### config.mk
export PLATFORM = sky130hd
export DESIGN_NAME = sync_fifo
export DESIGN_NICKNAME = d
export VERILOG_FILES = /design/src/rtl/sync_fifo_pkg.sv /design/src/rtl/sync_fifo_ram.sv /design/src/rtl/sync_fifo.sv
export SDC_FILE = /design/constraint.sdc
export NUM_CORES = 1
export LEC_CHECK = 0
export ABC_AREA = 1
export BUFFER_PORTS_ARGS = -buffer_cell sky130_fd_sc_hd__buf_2
export CORE_MARGIN = 2
export CORE_UTILIZATION = 50
export DETAILED_ROUTE_END_ITERATION = 10
export GPL_TIMING_DRIVEN = 0
export PLACE_DENSITY = 0.72
export REMOVE_ABC_BUFFERS = 1
export SYNTH_ARGS = -nofsm -noshare
export SYNTH_HDL_FRONTEND = slang
export SYNTH_SLANG_ARGS = --single-unit
### constraint.sdc
create_clock -name i_clk -period 3.4 [get_ports i_clk]
set_input_delay 0.68 -clock i_clk [delete_from_list [all_inputs] [get_ports i_clk]]
set_output_delay 0.68 -clock i_clk [all_outputs]
set_load 0.01 [all_outputs]
### src/rtl/sync_fifo_pkg.sv
// Types shared by the sync_fifo slice: the output-stage source selector.
// The FIFO geometry stays local to each module and is derived from ADDR_WIDTH.
package sync_fifo_pkg;

    typedef enum logic [1:0] {
        RD_SRC_NONE = 2'd0,
        RD_SRC_RAM  = 2'd1,
        RD_SRC_HOLD = 2'd2
    } rdSrc_e;

endpackage : sync_fifo_pkg

### src/rtl/sync_fifo_ram.sv
// Simple dual-port RAM: one write port, one read port with a registered output.
// A read of address A at edge k presents mem[A] on o_q during cycle k+1.
module DualPortRam #(
    parameter int XLEN       = 32,
    parameter int ADDR_WIDTH = 4
) (
    input  logic                  i_clk,
    input  logic                  i_we,
    input  logic [ADDR_WIDTH-1:0] i_wAddr,
    input  logic [XLEN-1:0]       i_dataIn,
    input  logic [ADDR_WIDTH-1:0] i_rAddr,
    output logic [XLEN-1:0]       o_q
);

    localparam int DEPTH = 1 << ADDR_WIDTH;

    logic [XLEN-1:0] mem [DEPTH];

    // NOTE: the storage array has no reset; clearing it would block RAM
    // inference, and the FIFO never reads an entry it has not written.
    always_ff @(posedge i_clk) begin
        if (i_we) begin
            mem[i_wAddr] <= i_dataIn;
        end
        o_q <= mem[i_rAddr];
    end

endmodule : DualPortRam

### src/rtl/sync_fifo.sv
// Ready/valid FIFO around DualPortRam with a first-word-fall-through output
// stage (one in-flight read plus one skid entry). Capacity is DEPTH+1.
module sync_fifo
    import sync_fifo_pkg::*;
#(
    parameter int XLEN       = 32,
    parameter int ADDR_WIDTH = 4
) (
    input  logic                  i_clk,
    input  logic                  i_rst_n,
    input  logic                  i_wr_valid,
    output logic                  o_wr_ready,
    input  logic [XLEN-1:0]       i_wr_data,
    output logic                  o_rd_valid,
    input  logic                  i_rd_ready,
    output logic [XLEN-1:0]       o_rd_data,
    output logic [ADDR_WIDTH:0]   o_count
);

    localparam int                DEPTH      = 1 << ADDR_WIDTH;
    localparam logic [ADDR_WIDTH:0] FULL_COUNT = DEPTH[ADDR_WIDTH:0];

    logic [ADDR_WIDTH-1:0] wrPtr;
    logic [ADDR_WIDTH-1:0] rdPtr;
    logic [ADDR_WIDTH:0]   ramCount;
    logic                  inflight;
    logic                  holdValid;
    logic [XLEN-1:0]       holdReg;
    logic [XLEN-1:0]       ramQ;

    logic   push;
    logic   pop;
    logic   issue;
    rdSrc_e rdSrc;

    DualPortRam #(
        .XLEN       (XLEN),
        .ADDR_WIDTH (ADDR_WIDTH)
    ) u_ram (
        .i_clk    (i_clk),
        .i_we     (push),
        .i_wAddr  (wrPtr),
        .i_dataIn (i_wr_data),
        .i_rAddr  (rdPtr),
        .o_q      (ramQ)
    );

    // Handshake flags depend only on registered state, so neither ready nor
    // valid has a combinational path from the opposite side's inputs.
    assign o_wr_ready = (ramCount != FULL_COUNT);
    assign o_rd_valid = holdValid || inflight;

    assign push  = i_wr_valid && o_wr_ready;
    assign pop   = o_rd_valid && i_rd_ready;
    assign issue = (ramCount != '0) && (!o_rd_valid || i_rd_ready);

    assign o_count = ramCount + {{ADDR_WIDTH{1'b0}}, o_rd_valid};

    // NOTE: every always_comb output gets a default first so no path through
    // the block leaves it unassigned, which would infer a latch.
    always_comb begin
        rdSrc     = RD_SRC_NONE;
        o_rd_data = ramQ;
        if (holdValid) begin
            rdSrc     = RD_SRC_HOLD;
            o_rd_data = holdReg;
        end else if (inflight) begin
            rdSrc = RD_SRC_RAM;
        end
    end

    // NOTE: sequential state uses non-blocking assignments so every register
    // samples the pre-edge values regardless of statement order.
    always_ff @(posedge i_clk) begin
        if (!i_rst_n) begin
            wrPtr    <= '0;
            rdPtr    <= '0;
            ramCount <= '0;
        end else begin
            if (push) begin
                wrPtr <= wrPtr + 1'b1;
            end
            if (issue) begin
                rdPtr <= rdPtr + 1'b1;
            end
            ramCount <= ramCount + {{ADDR_WIDTH{1'b0}}, push}
                                 - {{ADDR_WIDTH{1'b0}}, issue};
        end
    end

    // Inflight and holdValid are never both set: an issue only happens when
    // the presented entry leaves, and the skid only fills when it does not.
    always_ff @(posedge i_clk) begin
        if (!i_rst_n) begin
            inflight  <= 1'b0;
            holdValid <= 1'b0;
            holdReg   <= '0;
        end else begin
            inflight <= issue;
            if (pop) begin
                holdValid <= 1'b0;
            end else if (rdSrc == RD_SRC_RAM) begin
                holdValid <= 1'b1;
                holdReg   <= ramQ;
            end
        end
    end

endmodule : sync_fifo
==> flow_metrics.tcl, run 1 <==
set metrics [dict create \
    status "complete, no violations" \
    start_util 0.503 \
    holdPathStages 3 \
    synth-seq-cells 591 \
    area_growth_pct 12.4 \
    fin_skew_ps 16.6 \
    intPower_mw 13.5 \
    seq_power_share 0.437 \
    grt_pass1_vias 16200 \
    cts_tree "done" \
    synthCells 2450 \
    viasPerCell 5.27 \
    gr-total-overflow 0 \
    drive_gt1_frac 0.0837 \
    maxCapViolations 0 \
    critPathKind "register to register" \
    drc 0 \
    cp-start-kind "register" \
    worst_hold_path_type "primary input to register" \
    track_usage 0.219 \
    cpMaxStageDelayCell "buf_16" \
    h-tree-depth 2 \
    setup_viol 0 \
    clkPwrFrac 0.301 \
    ys_warn_count 0 \
    netlist_top_cells_count "nand2_1 (733), edfxtp_1 (512), inv_1 (442)" \
    pin_count 75 \
    cpMostUsedCell "buf_16" \
    worst_slew_pin_slew_ps 1080 \
    final_cells 3207 \
    cts_buffers 56 \
    crit_chain "buf_16 -> buf_16 -> buf_16 -> inv_8 -> buf_16 -> nand2_1 -> nand3_1 -> nand3_1 -> nand3_1 -> nand2_1" \
    end_kind "register" \
    grt_max_degree 149 \
    synth_top_area_cell "edfxtp_1" \
    synth.most_common_cell "nand2_1" \
    die_w_um 228 \
    slew_viol_final 0 \
    max_stage_delay_ps 530 \
    ir_worst_vdd_v 0.000514 \
    leakage_nw 11.9 \
    first_iter_violations 1735 \
    post_drt_wl_per_cell_um 18.1 \
    synth.distinct_cells 23 \
    worstPathArrival_ps 3630 \
    clkSinkCount 591 \
    utilization 0.566 \
    synthArstFlopShare 0 \
    dieHeight_um 228 \
    slew_headroom 0.283 \
    clk_latency_ps 620 \
    grt_pass1_wl_mm 87.8 \
    rsz0062_at_grt "false" \
    yosysTopAreaCellShare 0.614 \
    critical_path_required_ps 3900 \
    hold_viol 0 \
    io_buffers 74 \
    root_buffer "clkbuf_16" \
    synth-main-ff-cell "edfxtp_1" \
    vias 16900 \
    antenna_found_initial 4 \
    cts.reportedPaths.clkPinSlew_ps 60 \
    power_frac_comb 0.261 \
    synth_top_cells_by_area "edfxtp_1 (61%), nand2_1 (11%), nand3_1 (7.8%)" \
    max_freq_mhz 319 \
    gp_congestion 0.736 \
    core_area_um2 49800 \
    swShare 0.320 \
    ff2ff_path_depth 10 \
    period_needed_ps 3130 \
    first_pass_iters 8 \
    p_sw_mw 6.36 \
    dp.cells 3101 \
    syn-cell-area_um2 25100 \
    wl_mm 58.0 \
    ys_seq_area_frac 0.677 \
    synth.avg_cell_area_um2 10.2 \
    rows 82 \
    power.density_nw_per_um2 707 \
    min_period_over_period 0.921 \
    dp_hpwl_mm 31.6 \
    synth_edf_count 512 \
    ant_nets 0 \
    nNetsFinal 2540 \
    clockBufferDepth 3 \
    die_area_um2 51900 \
    power_mw 19.9 \
    worst-path-max-fanout 148 \
    hold_buffers 0 \
]
[layout by cell type, fill, tap and decap left out, types with 12 or more instances in the layout]
cell type,n
clkinv_1,12
clkbuf_16,57
dfxtp_1,75
nor2_1,21
buf_12,15
buf_16,15
nand2_1,733
nor2_4,16
buf_2,74
nand3_1,388
inv_1,439
o21ai_0,66
a21oi_1,37
edfxtp_1,512
ha_1,15
[routing by layer]
metal | vias to the layer above | global-route usage | wire length [um]
met3 | 156 | 0.0406 | 5410
met5 | - | 0 | 26
met4 | 4 | 0.0944 | 2040
met2 | 748 | 0.365 | 27700
li1 | 7965 | - | -
met1 | 8042 | 0.283 | 22800
[flip-flops by register name, indices dropped and copies added, names as in the netlist]
signal and flops:
holdReg 32, holdValid 1, inflight 1, ramCount 5, rdPtr 4, u_ram.mem 512
u_ram.o_q 32, wrPtr 4
[cell type report]
type | count | area (um^2)
Clock buffer | 78 | 1610
Inverter | 444 | 1680
Tap cell | 672 | 841
Antenna cell | 1 | 2.50
Sequential cell | 591 | 17000
Clock inverter | 26 | 178
Timing Repair Buffer | 104 | 1080
Multi-Input combinational cell | 1291 | 5790
Fill cell | 3885 | 21600
[through the flow]
| stage | setup TNS [ps] | worst slack [ps] | hold slack, ps | cell area [um^2] |
|---|---|---|---|---|
| 2_1_floorplan | -151790 | -4430 | 424 | 24300 |
| 3_3_place_gp | -1151180 | -10740 | 434 | 25500 |
| 3_5_place_dp | 0 | 191 | 439 | 26300 |
| 4_1_cts | 0 | 71.7 | 385 | 28100 |
| 5_1_grt | 0 | 59.8 | 394 | 28100 |
| 6_report | 0 | 269 | 407 | 28100 |
[worst paths after layout]
path,from,endpoint,slack (ps)
setup / recovery,rdPtr[0],u_ram.o_q[18],270
hold / removal,i_wr_valid,wrPtr[2],410
setup reg to reg,rdPtr[0],u_ram.o_q[18],270
hold reg to reg,holdReg[29],holdReg[29],450
[power groups by stage]
stage	Clock, mW	Combinational (mW)	Sequential, mW
CTS	6.08	5.13	8.73
global placement	0	3.84	9.27
global route	6.35	5.80	8.75
floorplan	0	3.19	9.06
detailed placement	0	5.09	8.88
finish	6.00	5.20	8.70
[critical path, delay by kind of cell, from the launching register on]
family / cells / cell delay [ps]
buffers and inverters: 5 / 1850
AND/OR/NAND/NOR: 5 / 520
flip-flops: 1 / 470
[kinds of logic (layout without fill, tap and decap cells)]
group	count (synthesis)	after routing	share of synthesized area
AND/OR/NAND/NOR	1163	1163	0.194
flip-flops	591	591	0.677
buffers and inverters	568	652	0.0972
AO/OA/AOI/OAI	106	106	0.0212
adder cells (fa/ha/maj)	16	16	0.00829
XOR/XNOR	6	6	0.00210
other	0	1	0
[timing repair]
action	4_1_cts	5_1_grt
setup buffers	0	1
endpoints found under the setup margin	0	6
gates resized for setup	0	2
No activity file was read; power rests on OpenSTA's default activity.
==> run 2: changes to the inputs <==
Settings changed: CORE_MARGIN 2 to 3.
==> flow_metrics.tcl, run 2 (synthesized netlist as in run 1, its figures left out) <==
set metrics [dict create \
    regMostFlops "u_ram.mem" \
    min_period_over_period 0.888 \
    rsz0062_at_grt "false" \
    max_freq_mhz 331 \
    clkSinkCount 591 \
    largest_reg_flops 512 \
    slew_headroom 0.254 \
    fin_skew_ps 21.4 \
    hold_viol 0 \
    dp_hpwl_mm 31.5 \
    cts_resized 0 \
    first_iter_violations 1798 \
    core_area_um2 49300 \
    area_growth_pct 12.9 \
    layout_common_cells "nand2_1 (733), edfxtp_1 (512), inv_1 (439), nand3_1 (388), dfxtp_1 (75)" \
    ant_nets 0 \
    grt_pass1_wl_mm 89.4 \
    worstPathArrival_ps 3320 \
    die_w_um 230 \
    cts.reportedPaths.clkPinSlew_ps 60 \
    maxCapViolations 0 \
    hold_buffers 0 \
    rows 81 \
    antenna_found_initial 1 \
    grt_max_degree 130 \
    gr-max-usage-layer "met2" \
    die_area_um2 52800 \
    wl_mm 57.9 \
    vias 16800 \
    final_cells 3202 \
    grt_util_met2 0.363 \
    worst_hold_path_type "primary input to register" \
    tns_ps 0 \
    root_buffer "clkbuf_16" \
    first_pass_iters 5 \
    reg.largest.list "u_ram.mem: 512 flops, holdReg: 32 flops, u_ram.o_q: 32 flops" \
    cts_buffers 58 \
    cts_tree "done" \
    clockBufferDepth 3 \
    dieHeight_um 230 \
    nNetsFinal 2541 \
    rr_endpoint "u_ram.mem[12][25]" \
    worst_slew_pin_slew_ps 1120 \
    viasPerCell 5.25 \
    grt_pass1_vias 16100 \
    power.density_nw_per_um2 720 \
    whs_endpoint "wrPtr[2]" \
    ir_worst_vdd_v 0.000668 \
    start_util 0.509 \
    leakage_nw 12.0 \
    end_kind "register" \
    r2r-start "ramCount[2]" \
    rrSetupSlack_ps 380 \
    setup_viol 0 \
    slew_viol_final 0 \
    track_usage 0.218 \
    power_mw 20.4 \
    cp-start-kind "register" \
    gr-usage-met3 0.0317 \
    gp_congestion 0.715 \
    pin_count 75 \
    drc 0 \
    dp.cells 3093 \
    grt_util_met1 0.296 \
    holdPathStages 3 \
    clk_latency_ps 610 \
    pre_cts_slack_ps 428 \
    status "complete, no violations" \
    drive_gt1_frac 0.0863 \
    gr-total-overflow 0 \
    io_buffers 74 \
    final_common_cell "nand2_1" \
    post_drt_wl_per_cell_um 18.1 \
    critical_path_required_ps 3700 \
    h-tree-depth 2 \
    worst-path-max-fanout 20 \
    hp-start "i_wr_valid" \
    period_needed_ps 3020 \
    cts_setup_buffers 0 \
    critPathKind "register to register" \
    ff2ff_path_depth 8 \
    worst_slack_ps 380 \
]
[run 2: layout make-up]
class / instances / area (um^2)
Clock inverter: 23 / 278
Multi-Input combinational cell: 1291 / 5780
Tap cell: 664 / 831
Timing Repair Buffer: 103 / 1050
Fill cell: 3899 / 21000
Clock buffer: 85 / 1680
Antenna cell: 1 / 2.50
Inverter: 444 / 1680
Sequential cell: 591 / 17000
[run 2: metrics by stage]
step / area, um^2 / utilization / hold WS, ps
6_report: 28300 / 0.574 / 391
5_1_grt: 28300 / 0.574 / 387
3_3_place_gp: 25500 / 0.517 / 434
3_5_place_dp: 26300 / 0.534 / 439
4_1_cts: 28300 / 0.574 / 366
2_1_floorplan: 24300 / - / 424
[run 2: power breakdown]
part           total [mW]  internal, mW  switching (mW)
logic                5.06          1.68            3.38
registers            8.79          8.40           0.391
clock network        6.51          3.87            2.64
total                20.4          14.0            6.41
[run 2: worst max-delay path, stage by stage (launching register included)]
cell     delay [ps]
dfxtp_1         430
inv_1           100
ha_1            220
nand4_1         180
nand2_1         200
inv_1           220
nand2_1         280
nor2_4          790
buf_16          260
[run 2: how the worst max path moves through the flow]
stage | slack, ps | endpoint | cells after the start | startpoint
final | 380 | u_ram.mem[12][25] | 8 | ramCount[2]
after global routing | 190 | u_ram.o_q[5] | 9 | rdPtr[0]
after CTS | 400 | o_rd_data[16] | 3 | holdValid
after detailed placement | 430 | u_ram.o_q[2] | 9 | rdPtr[0]
after global placement | -10940 | u_ram.o_q[6] | 6 | rdPtr[0]
after floorplan | -4430 | u_ram.o_q[0] | 7 | rdPtr[0]
[run 2: per-layer routing]
layer	up-vias	wire, um
met5	-	13
met4	2	1650
met3	132	4530
met2	654	27700
met1	8055	24000
li1	7965	-
